[src/rtl/stack_display_pkg.sv]
// Shared types and widths for the stack value display path.
//   state_e     : converter FSM states
//   BCD_W       : bits per decimal digit
//   SEG_DIGIT_W : width of the seven_seg digit port
package stack_display_pkg;

    typedef enum logic [1:0] {
        IDLE    = 2'd0,
        CONVERT = 2'd1,
        COMMIT  = 2'd2
    } state_e;

    localparam int unsigned BCD_W       = 4;
    localparam int unsigned SEG_DIGIT_W = 5;

endpackage

[src/rtl/bcd_double_dabble.sv]
// Sequential binary-to-BCD converter (shift-and-add-3), one bit per cycle.
// Ports:
//   clk, rst          : clock, synchronous active-high reset
//   load              : start conversion (taken only when ready)
//   value, value_valid: operand and its validity, captured on load
//   ready             : idle, a load is accepted this cycle
//   done              : high for the single COMMIT cycle; results are stable
//   bcd, bcd_valid    : converted digits and captured validity
//   bcd_ovf           : value did not fit in DIGITS decimal digits
module bcd_double_dabble
    import stack_display_pkg::*;
#(
    parameter int unsigned WIDTH  = 32,
    parameter int unsigned DIGITS = 4
) (
    input  logic                      clk,
    input  logic                      rst,
    input  logic                      load,
    input  logic [WIDTH-1:0]          value,
    input  logic                      value_valid,
    output logic                      ready,
    output logic                      done,
    output logic [DIGITS*BCD_W-1:0]   bcd,
    output logic                      bcd_valid,
    output logic                      bcd_ovf
);

    localparam int unsigned BCD_BITS = DIGITS * BCD_W;
    localparam int unsigned CNT_W    = $clog2(WIDTH + 1);

    state_e                state_q, state_d;
    logic [WIDTH-1:0]      shift_q, shift_d;
    logic [BCD_BITS-1:0]   bcd_q, bcd_d;
    logic [BCD_BITS-1:0]   corr;
    logic                  pend_valid_q, pend_valid_d;
    logic                  ovf_q, ovf_d;
    logic [CNT_W-1:0]      cnt_q, cnt_d;
    logic                  ready_q, ready_d;
    logic                  done_q, done_d;

    // Add-3 correction on every digit >= 5 before each shift.
    always_comb begin
        corr = bcd_q;
        for (int i = 0; i < int'(DIGITS); i++) begin
            if (bcd_q[i*BCD_W +: BCD_W] >= 4'd5) begin
                corr[i*BCD_W +: BCD_W] = bcd_q[i*BCD_W +: BCD_W] + 4'd3;
            end
        end
    end

    // Next-state and datapath.
    always_comb begin
        state_d      = state_q;
        shift_d      = shift_q;
        bcd_d        = bcd_q;
        pend_valid_d = pend_valid_q;
        ovf_d        = ovf_q;
        cnt_d        = cnt_q;
        unique case (state_q)
            IDLE: begin
                if (load) begin
                    shift_d      = value;
                    pend_valid_d = value_valid;
                    bcd_d        = '0;
                    ovf_d        = 1'b0;
                    cnt_d        = '0;
                    state_d      = CONVERT;
                end
            end
            CONVERT: begin
                bcd_d   = {corr[BCD_BITS-2:0], shift_q[WIDTH-1]};
                shift_d = {shift_q[WIDTH-2:0], 1'b0};
                // A bit leaving the top digit means the value needs more digits.
                ovf_d   = ovf_q | corr[BCD_BITS-1];
                cnt_d   = cnt_q + CNT_W'(1);
                if (cnt_q == CNT_W'(WIDTH - 1)) begin
                    state_d = COMMIT;
                end
            end
            COMMIT:  state_d = IDLE;
            default: state_d = IDLE;
        endcase
        ready_d = (state_d == IDLE);
        done_d  = (state_d == COMMIT);
    end

    always_ff @(posedge clk) begin
        if (rst) begin
            state_q      <= IDLE;
            shift_q      <= '0;
            bcd_q        <= '0;
            pend_valid_q <= 1'b0;
            ovf_q        <= 1'b0;
            cnt_q        <= '0;
            ready_q      <= 1'b1;
            done_q       <= 1'b0;
        end else begin
            state_q      <= state_d;
            shift_q      <= shift_d;
            bcd_q        <= bcd_d;
            pend_valid_q <= pend_valid_d;
            ovf_q        <= ovf_d;
            cnt_q        <= cnt_d;
            ready_q      <= ready_d;
            done_q       <= done_d;
        end
    end

    assign ready     = ready_q;
    assign done      = done_q;
    assign bcd       = bcd_q;
    assign bcd_valid = pend_valid_q;
    assign bcd_ovf   = ovf_q;

endmodule

[src/rtl/stack_value_display.sv]
// Stack-top value display: converts to decimal, latches the result and scans
// one digit per slot out to a seven-segment decoder.
// Ports:
//   clk, rst               : clock, synchronous active-high reset
//   value, value_valid     : value to display and its validity (0 = empty stack)
//   load / ready           : conversion request / converter idle
//   scan_digit, scan_valid : current slot digit for seven_seg (registered)
//   digit_sel              : one-hot anode select for the current slot (registered)
// Build option: STACK_DISPLAY_LZ_BLANK_EN enables leading-zero blanking.
module stack_value_display
    import stack_display_pkg::*;
#(
    parameter int unsigned WIDTH         = 32,
    parameter int unsigned DIGITS        = 4,
    parameter int unsigned SCAN_DIV_BITS = 14
) (
    input  logic                   clk,
    input  logic                   rst,
    input  logic [WIDTH-1:0]       value,
    input  logic                   value_valid,
    input  logic                   load,
    output logic                   ready,
    output logic [SEG_DIGIT_W-1:0] scan_digit,
    output logic                   scan_valid,
    output logic [DIGITS-1:0]      digit_sel
);

    localparam int unsigned BCD_BITS = DIGITS * BCD_W;
    localparam int unsigned SLOT_W   = (DIGITS > 1) ? $clog2(DIGITS) : 1;

    logic                     conv_done;
    logic [BCD_BITS-1:0]      conv_bcd;
    logic                     conv_valid;
    logic                     conv_ovf;

    logic [BCD_BITS-1:0]      disp_digits_q, disp_digits_d;
    logic                     disp_valid_q, disp_valid_d;
    logic                     disp_ovf_q, disp_ovf_d;
    logic [SCAN_DIV_BITS-1:0] presc_q, presc_d;
    logic [SLOT_W-1:0]        slot_q, slot_d;
    logic [SEG_DIGIT_W-1:0]   scan_digit_q, scan_digit_d;
    logic                     scan_valid_q, scan_valid_d;
    logic [DIGITS-1:0]        digit_sel_q, digit_sel_d;
    logic                     show_c;

    bcd_double_dabble #(
        .WIDTH  (WIDTH),
        .DIGITS (DIGITS)
    ) u_conv (
        .clk         (clk),
        .rst         (rst),
        .load        (load),
        .value       (value),
        .value_valid (value_valid),
        .ready       (ready),
        .done        (conv_done),
        .bcd         (conv_bcd),
        .bcd_valid   (conv_valid),
        .bcd_ovf     (conv_ovf)
    );

    assign show_c = disp_valid_q & ~disp_ovf_q;

    // Display register, scan timing and per-slot outputs.
    always_comb begin
        disp_digits_d = disp_digits_q;
        disp_valid_d  = disp_valid_q;
        disp_ovf_d    = disp_ovf_q;
        if (conv_done) begin
            disp_digits_d = conv_bcd;
            disp_valid_d  = conv_valid;
            disp_ovf_d    = conv_ovf;
        end

        presc_d = presc_q + SCAN_DIV_BITS'(1);
        slot_d  = slot_q;
        if (&presc_q) begin
            slot_d = (slot_q == SLOT_W'(DIGITS - 1)) ? '0 : slot_q + SLOT_W'(1);
        end

        digit_sel_d  = DIGITS'(1) << slot_q;
        scan_digit_d = SEG_DIGIT_W'(disp_digits_q[int'(slot_q)*BCD_W +: BCD_W]);
        scan_valid_d = show_c;

`ifdef STACK_DISPLAY_LZ_BLANK_EN
        // Anode off above the most significant nonzero digit of a valid result.
        begin
            logic [SLOT_W-1:0] msd;
            msd = '0;
            for (int i = 1; i < int'(DIGITS); i++) begin
                if (disp_digits_q[i*BCD_W +: BCD_W] != '0) begin
                    msd = SLOT_W'(i);
                end
            end
            if (show_c && (slot_q > msd)) begin
                digit_sel_d = '0;
            end
        end
`endif
    end

    always_ff @(posedge clk) begin
        if (rst) begin
            disp_digits_q <= '0;
            disp_valid_q  <= 1'b0;
            disp_ovf_q    <= 1'b0;
            presc_q       <= '0;
            slot_q        <= '0;
            scan_digit_q  <= '0;
            scan_valid_q  <= 1'b0;
            digit_sel_q   <= '0;
        end else begin
            disp_digits_q <= disp_digits_d;
            disp_valid_q  <= disp_valid_d;
            disp_ovf_q    <= disp_ovf_d;
            presc_q       <= presc_d;
            slot_q        <= slot_d;
            scan_digit_q  <= scan_digit_d;
            scan_valid_q  <= scan_valid_d;
            digit_sel_q   <= digit_sel_d;
        end
    end

    assign scan_digit = scan_digit_q;
    assign scan_valid = scan_valid_q;
    assign digit_sel  = digit_sel_q;

endmodule
[config.mk]
export PLATFORM = sky130hd
export DESIGN_NAME = stack_value_display
export DESIGN_NICKNAME = d
export VERILOG_FILES = /design/src/rtl/stack_display_pkg.sv /design/src/rtl/bcd_double_dabble.sv /design/src/rtl/stack_value_display.sv
export SDC_FILE = /design/constraint.sdc
export NUM_CORES = 1
export LEC_CHECK = 0
export CORE_MARGIN = 5
export CORE_UTILIZATION = 60
export CTS_BUF_LIST = sky130_fd_sc_hd__clkbuf_8
export DETAILED_ROUTE_END_ITERATION = 6
export PLACE_DENSITY = 0.95
export SLEW_MARGIN = 20
export SYNTH_ARGS = -nofsm -noshare
export SYNTH_HDL_FRONTEND = slang
export SYNTH_SLANG_ARGS = --single-unit
[constraint.sdc]
create_clock -name clk -period 5.35 [get_ports clk]
set_input_delay 0.535 -clock clk [delete_from_list [all_inputs] [get_ports clk]]
set_output_delay 0.535 -clock clk [all_outputs]
set_load 0.02 [all_outputs]
# Word-level counts from Yosys, hierarchy flattened
# Index checks and enable logic that the tools add are counted.
# word_totals
reg_bits,104
input_bits,36
# classes
addsub,7
n_lt_le_gt_ge,4
n_eq_ne,5
n_shift,2
n_mux,16
bitwise_logic,3
n_reduce_logical,6
# ops
cell,count
$pmux 32 s2,1
$mux 32,1
$pmux 16 s2,1
$add 4x2->4 const B,4
$ge 4x3->1 const B,4
$mux 16,1
$mux 4,4
$shiftx 16x5->4,1
$add 14x1->14 const B,1
$reduce_and 14->1,1
$pmux 6 s2,1
$add 6x1->6 const B,1
$eq 6x5->1 const B,1
$mux 2,3
$mux 6,1
$eq 2x2->1 const B,2
$logic_not 2->1,2
$pmux 2 s2,1
$reduce_and 2->1,2
$shl 1x2->4 const A,1
$add 2x1->2 const B,1
$eq 2x1->1 const B,1
$ne 2x2->1 const B,1
$pmux 1 s2,1
other kinds (5),5

# Logic depth before layout (Yosys ltp)
# Gate-level depths: netlist of run 1.
# logic_depth
ltp_word,4
ltp_mapped,6

# Modules after synthesis
# From an unflattened synthesis of run 1, not the netlist that was laid out.
# hier_totals
cells_unflattened,517
area_unflattened_um2,4743.3
# modules_own_cells
mod,n_inst,cells_each,area_each_um2
bcd_double_dabble,1,354,3047.9
stack_value_display,1,163,1695.4

# Worst setup path before layout of run 1
# Ideal clock, no wire load.
# synth_path
path_type,flip-flop to flip-flop
startpoint,register presc_q[0]
endpoint,register slot_q[0]
setup_time_ps,67
t_arrival_ps,1660
t_required_ps,5283
setup_slack_ps,3623
stages_incl_launch_ff,6
synth_period_minus_slack_ps,1727
path_cell_list,dfxtp_1 -> ha_1 -> nand3_2 -> or4_4 -> or3_1 -> a21oi_2
# synth_via
elab_chain_cells,1
# synth_lines
element,line_no,rtl
start: declaration,stack_value_display.sv:39,"logic [SCAN_DIV_BITS-1:0] presc_q, presc_d;"
start signal: assignment,stack_value_display.sv:116,presc_q <= presc_d;
$reduce_and 14->1,stack_value_display.sv:77,if (&presc_q) begin
end signal: assignment,stack_value_display.sv:117,slot_q <= slot_d;
end: declaration,stack_value_display.sv:40,"logic [SLOT_W-1:0] slot_q, slot_d;"
# No other way between the ends.
# A chain may end at the register's enable or synchronous reset.

# Worst setup path in the final report of run 1
# layout_path
startpoint,register u_conv.state_q[0]
endpoint,register u_conv.shift_q[30]
# layout_via
elab_chain_cells,3
word_cells_on_any_way,6
# layout_lines
element,line_no,rtl
start: declaration,bcd_double_dabble.sv:31,"state_e state_q, state_d;"
start signal: assignment,bcd_double_dabble.sv:98,state_q <= state_d;
$eq 2x1->1 / $logic_not 2->1 (equally long branches),bcd_double_dabble.sv:59,unique case (state_q)
$reduce_bool 2->1 (no line) / $ne 2x2->1 (equally long branches),-,
$reduce_and 2->1 (no line),-,
end signal: assignment,bcd_double_dabble.sv:99,shift_q <= shift_d;
end: declaration,bcd_double_dabble.sv:32,"logic [WIDTH-1:0] shift_q, shift_d;"
# Several ways; a longest one is shown, not always the timed one.

==> flow_metrics.tcl, run 1 <==
set metrics [dict create \
    status "finished, final reports clean" \
    synth_top_family_by_area "simple AND/OR/NAND/NOR gates" \
    cts_hold_buffers 0 \
    end_kind "flip-flop" \
    setup-tns-final_ns 0 \
    max-vdd-ir-drop_uv 154 \
    syn-num-nets 505 \
    grt_pass1_wl_mm 15.1 \
    vias_per_cell 5.82 \
    rsz0062_at_grt "no" \
    grt_max_degree 94 \
    ff2ff_setup_slack_ns 2.71 \
    drive_gt1_share_pct 5.91 \
    io_buffers 45 \
    critical_path_class "flip-flop to flip-flop" \
    finalMaxSlewViolations 0 \
    grtUsageMet3_pct 3.77 \
    ant_nets 0 \
    post_cts_resized 0 \
    final_cell_area_sq_mm 0.00498 \
    cpLargestDelayFamily "simple AND/OR/NAND/NOR gates" \
    cts_root_buf "clkbuf_8" \
    drv_cap 0 \
    fin_crit_ns 2.64 \
    dpl_cell_area_sq_mm 0.00472 \
    cts_tree "yes" \
    nets 533 \
    crit_arrival_ns 2.84 \
    htree_levels 3 \
    start_kind "flip-flop" \
    tightest_slew_ns 1.03 \
    core_area_sq_mm 0.00687 \
    die_w_microns 94.3 \
    powerDensity_mw_per_mm2 309 \
    synth_edf_count 0 \
    met2_usage_pct 36.8 \
    io_pins 47 \
    syn_avg_cell_area_sq_um 9.30 \
    fin_crit_sh_pct 49.4 \
    fp-row-count 30 \
    worst_hold_path_type "flip-flop to flip-flop" \
    drcViolationCount 0 \
    gr-usage-met1_pct 26.0 \
    synthFlopType "dfxtp_1" \
    final_common_cell "dfxtp_1" \
    cp_num_buf_inv 1 \
    synth_fa_ha_area_share_pct 3.23 \
    path_max_fanout 32 \
    cts_max_path_buffers 2 \
    drt_first_pass_iters 4 \
    grt.busiest_layer "met2" \
    start_util_pct 62.0 \
    layout_common_cells "dfxtp_1 (103), nor2_1 (76), clkdlybuf4s50_1 (44), a211oi_1 (32), o22ai_1 (31)" \
    drt-total-wl_mm 8.90 \
    grt_pass1_vias 3307 \
    synthCells 458 \
    dp_hpwl_mm 5.79 \
    synth_seq_cells 103 \
    ys_seq_area_share_pct 48.4 \
    synth.distinct_cells 44 \
    clock_skew_ns 0.0103 \
    yosysWarnings 0 \
    antenna_found_initial 0 \
    grt_overflow 0 \
    cts_made_buffers 9 \
    cpPeakStageDelay_ns 0.87 \
    cts_setup_buffers 0 \
    synthXorXnorAreaFrac_pct 3.70 \
    post-place-cells 571 \
    clock_latency_ns 0.37 \
    path_clk_slew_ns 0.09 \
    first_iter_violations 201 \
    fillerInstances 493 \
    diodes 0 \
    die_area_sq_mm 0.00889 \
    syn_area_sq_mm 0.00426 \
    power.leakage_uw 0.00176 \
    die_y_microns 94.3 \
    cp.required_ns 5.55 \
    area_delta_synth_final_pct 16.9 \
    synth_compound_area_share_pct 16.2 \
    wl_per_cell_microns 15.2 \
    setup_viol 0 \
    place.gp.congestion 0.814 \
    relSlewSlack_pct 31.6 \
    finalHoldViolations 0 \
    layout.cells.non_filler 587 \
    ys_async_sr_fraction_pct 0 \
    track_usage_pct 21.3 \
    path_cells "inv_1 > nand2_1 > o22ai_1 > a211oi_1" \
    synth-simple-area-share_pct 16.3 \
    clock.fmax_ghz 0.378 \
    crit_path_top_delay_cell "nand2_1" \
    cts_num_sinks 103 \
    yosys-mux-area-fraction_pct 8.02 \
    postLayoutCoreUtil_pct 72.5 \
    vias 3414 \
]
==> kinds of logic after synthesis <==
kind of cell / Yosys count
xor gates and xnor gates: 18
other: 1
DFF: 103
buffers and inverters: 44
adders and majority gates: 11
and+or+nand+nor: 147
muxes: 29
AOI/OAI and AO/OA: 105
==> routing by layer <==
metal / vias up / part of all wire (%) / wire length, microns
li1: 1675 / - / -
met1: 1641 / 44 / 3910
met2: 78 / 50 / 4440
met3: 20 / 4.0 / 352
met4: 0 / 2.2 / 197
met5: - / 0 / 0
==> cell usage after synthesis, types with 2 or more instances <==
master / number / area, sq um
a311oi_1: 2 / 17.5
a21oi_1: 12 / 60.1
a22o_1: 3 / 26.3
a211oi_1: 32 / 240
nor3_1: 8 / 40.0
ha_1: 11 / 138
o22ai_1: 31 / 194
nand4_1: 2 / 12.5
o21ai_0: 15 / 75.1
nor2b_1: 6 / 37.5
buf_2: 2 / 10.0
inv_1: 14 / 52.6
nand2_1: 17 / 63.8
xor2_1: 5 / 43.8
dfxtp_1: 103 / 2060
mux4_2: 4 / 90.1
nor3b_1: 5 / 37.5
o31ai_1: 2 / 15.0
mux2i_1: 24 / 240
nor2_1: 76 / 285
clkbuf_1: 26 / 97.6
xnor2_1: 13 / 114
nor4_1: 4 / 25.0
and2_1: 2 / 12.5
nand3_1: 11 / 55.1
nand2b_1: 8 / 50.1
a22oi_1: 3 / 22.5
==> where the power goes <==
part	leakage (uW)	switching [uW]	internal, uW	total, uW
clock	0.000131	258	355	613
combinational	0.000788	61.2	56.2	117
sequential	0.000840	17.3	793	811
total	0.00176	337	1200	1540
==> flip-flops by register name (all words and copies together), names as in the netlist, 2 cells and up <==
signal,flops
u_conv.shift_q,32
disp_digits_q,16
u_conv.bcd,16
presc_q,14
u_conv.cnt_q,6
digit_sel,4
scan_digit,4
slot_q,2
u_conv.state_q,2
==> final timing paths <==
kind | from | endpoint | depth (start not counted)
worst max register to register | u_conv.state_q[0]$_SDFF_PP0_ | u_conv.shift_q[30]$_SDFFE_PP0P_ | 4
worst max-delay path | u_conv.state_q[0]$_SDFF_PP0_ | u_conv.shift_q[30]$_SDFFE_PP0P_ | 4
worst min-delay path | disp_ovf_q$_SDFFE_PP0P_ | scan_valid$_SDFF_PP0_ | 1
worst min register to register | disp_ovf_q$_SDFFE_PP0P_ | scan_valid$_SDFF_PP0_ | 1
==> area by class of cell <==
class,instances,area (sq um),area share [%]
Tap cell,96,120,2.41
Multi-Input combinational cell,311,2030,40.7
Timing Repair Buffer,47,460,9.24
Inverter,14,52.6,1.05
Clock inverter,7,136,2.74
Clock buffer,9,124,2.49
Sequential cell,103,2060,41.4
==> stage by stage <==
| stage | power (uW) | setup WS (ns) | hold WS (ns) |
|---|---|---|---|
| final | 1540 | 2.71 | 0.424 |
| after global routing | 1600 | 2.43 | 0.456 |
| after CTS | 1540 | 2.74 | 0.428 |
| after detailed placement | 943 | 2.80 | 0.413 |
| after global placement | 937 | 2.92 | 0.412 |
| after floorplan | 898 | 3.62 | 0.397 |
No activity file was read; power rests on OpenSTA's default activity.
==> run 2: changes to the inputs <==
Settings changed: CORE_UTILIZATION 60 to 52, PLACE_DENSITY 0.95 to 0.88.
Clock period 5.35 ns to 2.4 ns, I/O delays scaled along.
==> run 2 against run 1 <==
Compared with the run above:
- core utilization down 10 points
- count of clock-buffer cells in the layout up 1
- hold slack worse by 0.16 ns
- largest cell class unchanged
- non-clock buffer count up 7
- flip-flop and latch count unchanged
- power up 110%
- sequential power up 120%
- clock power up 99%
==> flow_metrics.tcl, run 2 (same netlist as run 1, synthesis figures left out) <==
set metrics [dict create \
    tightest_slew_ns 0.676 \
    nets 540 \
    cts_setup_buffers 0 \
    drive_gt1_share_pct 7.43 \
    htree_levels 3 \
    end_kind "flip-flop" \
    min_from "rst" \
    finalMaxSlewViolations 0 \
    max-vdd-ir-drop_uv 311 \
    crit_arrival_ns 2.14 \
    grt_max_degree 58 \
    cp.required_ns 2.71 \
    status "finished, final reports clean" \
    antenna_found_initial 0 \
    regArea_sq_mm 0.00206 \
    dp_hpwl_mm 6.11 \
    final_cell_area_sq_mm 0.00503 \
    critical_path_class "flip-flop to flip-flop" \
    wl_per_cell_microns 14.6 \
    path_max_fanout 4 \
    fin_crit_ns 1.83 \
    dpl_cell_area_sq_mm 0.00480 \
    cts_tree "yes" \
    drt_first_pass_iters 5 \
    power.leakage_uw 0.00178 \
    io_pins 47 \
    vias_per_cell 5.72 \
    drv_cap 0 \
    drt-total-wl_mm 8.81 \
    p_clk_share_pct 37.0 \
    finalHoldViolations 0 \
    die_area_sq_mm 0.0101 \
    layout_common_cells "dfxtp_1 (103), nor2_1 (76), clkdlybuf4s50_1 (44), a211oi_1 (32), o22ai_1 (31)" \
    seqPwrFrac_pct 54.8 \
    cts_root_buf "clkbuf_8" \
    cts_max_path_buffers 2 \
    fillerInstances 674 \
    fin_crit_sh_pct 76.1 \
    powerDensity_mw_per_mm2 656 \
    diodes 0 \
    final_common_cell "dfxtp_1" \
    startpoint "presc_q[0]$_SDFF_PP0_" \
    first_iter_violations 129 \
    area_delta_synth_final_pct 18.0 \
    drcViolationCount 0 \
    setup-tns-final_ns 0 \
    cellInternalPower_uw 2520 \
    combPwrFrac_pct 8.2 \
    rsz0062_at_grt "no" \
    postLayoutCoreUtil_pct 62.1 \
    ant_nets 0 \
    relSlewSlack_pct 54.9 \
    worst_hold_path_type "primary input to flip-flop" \
    place.gp.congestion 0.837 \
    worstReg2RegStart "presc_q[0]$_SDFF_PP0_" \
    cts_hold_buffers 0 \
    core_area_sq_mm 0.00809 \
    multi_input_area_sq_mm 0.00203 \
    cts_num_sinks 103 \
    switchingPower_uw 776 \
    grt_pass1_vias 3383 \
    fp-row-count 33 \
    grt_pass1_wl_mm 15.2 \
    track_usage_pct 18.3 \
    top_register "u_conv.shift_q" \
    clock.fmax_ghz 0.548 \
    cts_made_buffers 9 \
    io_buffers 45 \
    swShare_pct 23.5 \
    largest_reg_flops 32 \
    die_y_microns 101 \
    clock_skew_ns 0.00820 \
    clock_latency_ns 0.36 \
    die_w_microns 101 \
    post_cts_resized 0 \
    path_clk_slew_ns 0.10 \
    start_util_pct 52.6 \
    holdWs_ns 0.265 \
    setup_viol 0 \
    start_kind "flip-flop" \
    vias 3449 \
    grt_overflow 0 \
]
## run 2: cell count changes in the layout (fill, tap and decap cells not counted)
cell       delta
inv_1         -1
buf_12        +1
bufinv_16     -2
inv_6         +2
clkbuf_8      +1
buf_4         +6
## run 2: area by class of cell
type                       instances  share of cell area, %
clock inverter                     6                   1.79
clock buffer                      10                   2.74
tap                              105                   2.61
inverter                          14                   1.05
timing repair buffer              54                   10.5
sequential                       103                   41.0
multi-input combinational        311                   40.3
## run 2: path summary, 6_finish.rpt
check	end	slack, ns	cells after the start
min reg2reg	scan_valid$_SDFF_PP0_	0.44	1
max reg2reg	slot_q[0]$_SDFFE_PP0P_	0.57	5
max	slot_q[0]$_SDFFE_PP0P_	0.57	5
min	disp_digits_q[11]$_SDFFE_PP0P_	0.26	2
## run 2: through the flow
stage | power (uW) | setup WS, ns | instances
2_1_floorplan | 2000 | 0.673 | 458
3_3_place_gp | 2100 | 0.625 | 587
3_5_place_dp | 2110 | 0.586 | 587
4_1_cts | 3310 | 0.557 | 603
5_1_grt | 3420 | 0.442 | 603
6_report | 3300 | 0.574 | 603
## run 2: layer usage
metal | track usage (%) | part of all wire [%] | up-vias
li1 | - | - | 1692
met1 | 22.1 | 43 | 1665
met2 | 31.7 | 50 | 74
met3 | 3.81 | 4.5 | 18
met4 | 7.88 | 2.3 | 0
met5 | 0 | 0 | -
## run 2: worst max-delay path, stage by stage, from the launching register on
cell,delay [ns]
dfxtp_1,0.39
ha_1,0.23
nand3_2,0.12
or4_4,0.56
or3_1,0.33
a21oi_2,0.13
## run 2: power groups by stage
stage / combinational (uW) / clock, uW / sequential, uW
finish: 270 / 1220 / 1810
global route: 301 / 1300 / 1810
CTS: 272 / 1230 / 1810
detailed placement: 271 / 0 / 1840
global placement: 260 / 0 / 1840
floorplan: 165 / 0 / 1840
==> run 3: changes to the inputs <==
Settings changed: CORE_UTILIZATION 52 to 58, PLACE_DENSITY 0.88 to 0.93.
Clock period 2.4 ns to 1.8 ns, I/O delays scaled along.
==> run 3 against run 2 <==
Compared with the run above:
- sequential power increased by 33%
- maximum frequency increased by 7.9%
- sequential share of layout area is 0.11 points higher
- design area down 0.15%
- global-route usage up 3.5 points
- clock skew grew 0.00091 ns
- via count up 2.3%
- critical path depth down 1
- largest cell class unchanged
==> flow_metrics.tcl, run 3 (same netlist as run 1, synthesis figures left out) <==
set metrics [dict create \
    status "finished, final reports clean" \
    end_kind "flip-flop" \
    cts_root_buf "clkbuf_8" \
    worst_hold_path_type "primary input to flip-flop" \
    clock.fmax_ghz 0.591 \
    fillerInstances 532 \
    drv_cap 0 \
    nets 546 \
    path_cells "nand3_4 > or4_4 > or3_1 > a21oi_2" \
    vias 3527 \
    cts_setup_buffers 0 \
    post_cts_resized 0 \
    die_w_microns 95.7 \
    rsz0062_at_grt "no" \
    cts_num_sinks 103 \
    first_iter_violations 222 \
    layout.cells.non_filler 601 \
    layout_common_cells "dfxtp_1 (101), nor2_1 (76), clkdlybuf4s50_1 (44), a211oi_1 (32), o22ai_1 (31)" \
    track_usage_pct 21.9 \
    drt_first_pass_iters 4 \
    vias_per_cell 5.87 \
    grt_pass1_wl_mm 15.8 \
    cts_max_path_buffers 2 \
    max-vdd-ir-drop_uv 443 \
    cpLargestDelayFamily "simple AND/OR/NAND/NOR gates" \
    die_area_sq_mm 0.00916 \
    path_max_fanout 9 \
    cp.required_ns 2.10 \
    start_kind "flip-flop" \
    die_y_microns 95.7 \
    clock_skew_ns 0.00911 \
    io_pins 47 \
    wl_per_cell_microns 15.5 \
    crit_path_top_delay_cell "or4_4" \
    drt-total-wl_mm 9.34 \
    cts_hold_buffers 0 \
    cp_num_buf_inv 0 \
    worst_slack_ns 0.107 \
    start_util_pct 59.1 \
    holdWs_ns 0.227 \
    finalMaxSlewViolations 0 \
    ant_nets 0 \
    place.gp.congestion 0.798 \
    grt_pass1_vias 3521 \
    finalHoldViolations 0 \
    io_buffers 45 \
    post-place-cells 587 \
    core_area_sq_mm 0.00721 \
    top_register "u_conv.shift_q" \
    drive_gt1_share_pct 8.37 \
    clock_latency_ns 0.36 \
    final_common_cell "dfxtp_1" \
    setup_viol 0 \
    area_delta_synth_final_pct 17.8 \
    power.leakage_uw 0.00180 \
    finalPower_uw 4060 \
    crit_arrival_ns 1.99 \
    largest_reg_flops 32 \
    critical_path_class "flip-flop to flip-flop" \
    grt_overflow 0 \
    fin_crit_sh_pct 94.0 \
    htree_levels 3 \
    cts_made_buffers 9 \
    powerDensity_mw_per_mm2 809 \
    grt_max_degree 51 \
    cpPeakStageDelay_ns 0.55 \
    fin_crit_ns 1.69 \
    antenna_found_initial 0 \
    path_clk_slew_ns 0.09 \
    cts_tree "yes" \
    dp_hpwl_mm 6.50 \
    setup-tns-final_ns 0 \
    drcViolationCount 0 \
    fp-row-count 31 \
    diodes 0 \
    pre_cts_slack_ns 0.0439 \
]
-- run 3: worst paths after layout --
| kind | from | endpoint | slack [ns] | depth (start not counted) |
|---|---|---|---|---|
| worst max-delay path | presc_q[4]$_SDFF_PP0_ | slot_q[0]$_SDFFE_PP0P_ | 0.11 | 4 |
| worst min register to register | disp_ovf_q$_SDFFE_PP0P_ | scan_valid$_SDFF_PP0_ | 0.43 | 1 |
| worst max register to register | presc_q[4]$_SDFF_PP0_ | slot_q[0]$_SDFFE_PP0P_ | 0.11 | 4 |
| worst min-delay path | rst | u_conv.bcd[0]$_SDFFE_PP0P_ | 0.23 | 2 |
-- run 3: stage by stage --
step	area [sq um]	utilization, %
2_1_floorplan	4260	-
3_3_place_gp	4850	67.2
3_5_place_dp	4850	67.2
4_1_cts	5010	69.5
5_1_grt	5020	69.6
6_report	5020	69.6
-- run 3: layer usage --
layer  up-vias  track usage [%]  part of all wire (%)  wire length, microns
li1       1693                -                     -                     -
met1      1679             24.6                    40                  3780
met2       134             38.4                    51                  4800
met3        21             4.93                   5.7                   533
met4         0             11.4                   2.4                   222
met5         -                0                     0                     0
-- run 3: report_power, final --
group          internal [uW]  switching (uW)
Combinational            192             194
Clock                    552             713
Sequential              2360            49.7
-- run 3: worst reg2reg max path, cell delays in order (launching register included) --
cell	delay (ns)
dfxtp_1	0.45
nand3_4	0.15
or4_4	0.55
or3_1	0.34
a21oi_2	0.14
-- run 3: layout make-up --
type | count | area, sq um | area share [%]
timing repair buffer | 60 | 583 | 11.6
sequential | 103 | 2060 | 41.1
clock buffer | 11 | 151 | 3.02
multi-input combinational | 311 | 2030 | 40.5
clock inverter | 3 | 12.5 | 0.249
inverter | 14 | 52.6 | 1.05
tap | 99 | 124 | 2.47
==> patch (flow settings as in run 1) <==
`DIGITS` is set to 4 in 2 places; all go to 8.
--- a/src/rtl/bcd_double_dabble.sv
+++ b/src/rtl/bcd_double_dabble.sv
@@ -13,3 +13,3 @@
     parameter int unsigned WIDTH  = 32,
-    parameter int unsigned DIGITS = 4
+    parameter int unsigned DIGITS = 8
 ) (
--- a/src/rtl/stack_value_display.sv
+++ b/src/rtl/stack_value_display.sv
@@ -13,3 +13,3 @@
     parameter int unsigned WIDTH         = 32,
-    parameter int unsigned DIGITS        = 4,
+    parameter int unsigned DIGITS        = 8,
     parameter int unsigned SCAN_DIV_BITS = 14
Interface: changed (resized digit_sel); port bits go from 47 to 51. No check against the original RTL was run, so the function may have changed too.
==> patch against run 1 <==
Via count rose by 42%. Clock power up 51%. Wire length up 53%. Sequential cell count increased by 37. Area after synthesis grew 45%. Design area rose by 42%. Power grew 40%. First-iteration DRC count is 110% higher. Worst setup slack better by 460 ps. Critical endpoint is now u_conv.bcd[20]$_SDFFE_PP0P_. Largest cell class is now multi-input gates.
==> patch: results (changes against run 1) <==
grt met3 use=0.07391 (+0.03625); Final Non-Filler Cells=834 (+42%); Cell variety after synth=45 (+2.3%); htree depth=4 (+1); hpwl dp=8702 um (+50%); Register-to-Register Path Depth=5 (+1); skew final=14.32 ps (+4.045 ps); First-pass DRT Iterations=5 (+1); outcome=finished clean; global-route met2 utilization=0.3868 (+0.01861); GRT Total Usage=0.2267 (+0.01334); largest net degree at the start of global routing=72 (-23%); GP Congestion=0.8595 (+5.6%); 1st-iter DRT viols=422 (+110%); layout net count=744 (+40%); Mapped Nets=715 (+42%); Commonest cells post-synth=dfxtp_1, nor2_1, nor3_1; cells after synthesis=656 (+43%); dominant cells by area after synthesis=dfxtp_1, mux2i_1, nor2_1, ha_1, nor3_1; Via Count=4832 (+42%); Filler cells=731 (+48%); vias in the first global route=4927 (+49%); reg-to-reg startpoint=u_conv.state_q[1]$_SDFF_PP0_; Max VDD drop=0.1830 mV (+19%); flop2flop setup slack=3160 ps (+460 ps); Worst R2R End=u_conv.bcd[20]$_SDFFE_PP0P_; static leakage=2.698 nW (+53%); total wire length=13640 um (+53%); TritonCTS buffer count=17 (+8); Worst EP arrival=2590 ps (-250 ps); placed cells=802 (+40%)
patch: cell count changes after synthesis, moves of 9 or more:
cell,run 1,this run
a211oi_1,32,0
buf_2,2,18
nor2b_1,6,35
a22o_1,3,16
nor2_1,76,98
nand2_1,17,8
mux2i_1,24,48
clkbuf_1,26,16
nor3_1,8,51
dfxtp_1,103,140
ha_1,11,23
patch: cell families after synthesis:
kind of cell	after synthesis	share of synthesized area
adders and majority gates	23	0.04655
muxes	59	0.1123
and+or+nand+nor	249	0.2008
AOI/OAI and AO/OA	97	0.1020
other	1	0.0006066
buffers and inverters	60	0.04614
xor gates and xnor gates	27	0.03825
DFF	140	0.4533
patch: stage by stage:
stage / util / hold WS, ps / setup WS (ps) / area [um2] / total power, mW
6_report: 0.6950 / 433.6 / 3164 / 7078 / 2.155
5_1_grt: 0.6950 / 436.5 / 3091 / 7078 / 2.229
4_1_cts: 0.6950 / 428.0 / 3254 / 7078 / 2.162
3_5_place_dp: 0.6522 / 416.2 / 2840 / 6643 / 1.250
3_3_place_gp: 0.6522 / 415.9 / 2892 / 6643 / 1.242
2_1_floorplan: - / 397.1 / 3864 / 6182 / 1.206
patch: critical path: stages (launching register included):
cell      delay [ps]
dfxtp_1          310
buf_4            250
and2b_1          620
nand2b_1         450
nor3_1           380
a21o_1           120
patch: per-layer routing:
layer	part of all wire	vias to the layer above
met5	0	-
met4	0.027	0
met3	0.063	42
met2	0.50	165
met1	0.41	2301
li1	-	2324
patch: final cells by class:
class                   count  area share
repair buffers             51     0.07106
clock buffers              19     0.03695
multi-input cells         456      0.4372
flip-flops and latches    140      0.3961
well taps                 136     0.02404
inverters                  19     0.01008
clock inverters            13     0.02457
patch: where the power goes:
group	total, mW	switching, mW	internal, mW
clock network	0.926	0.398	0.528
registers	1.09	0.0167	1.07
logic	0.144	0.0776	0.0665
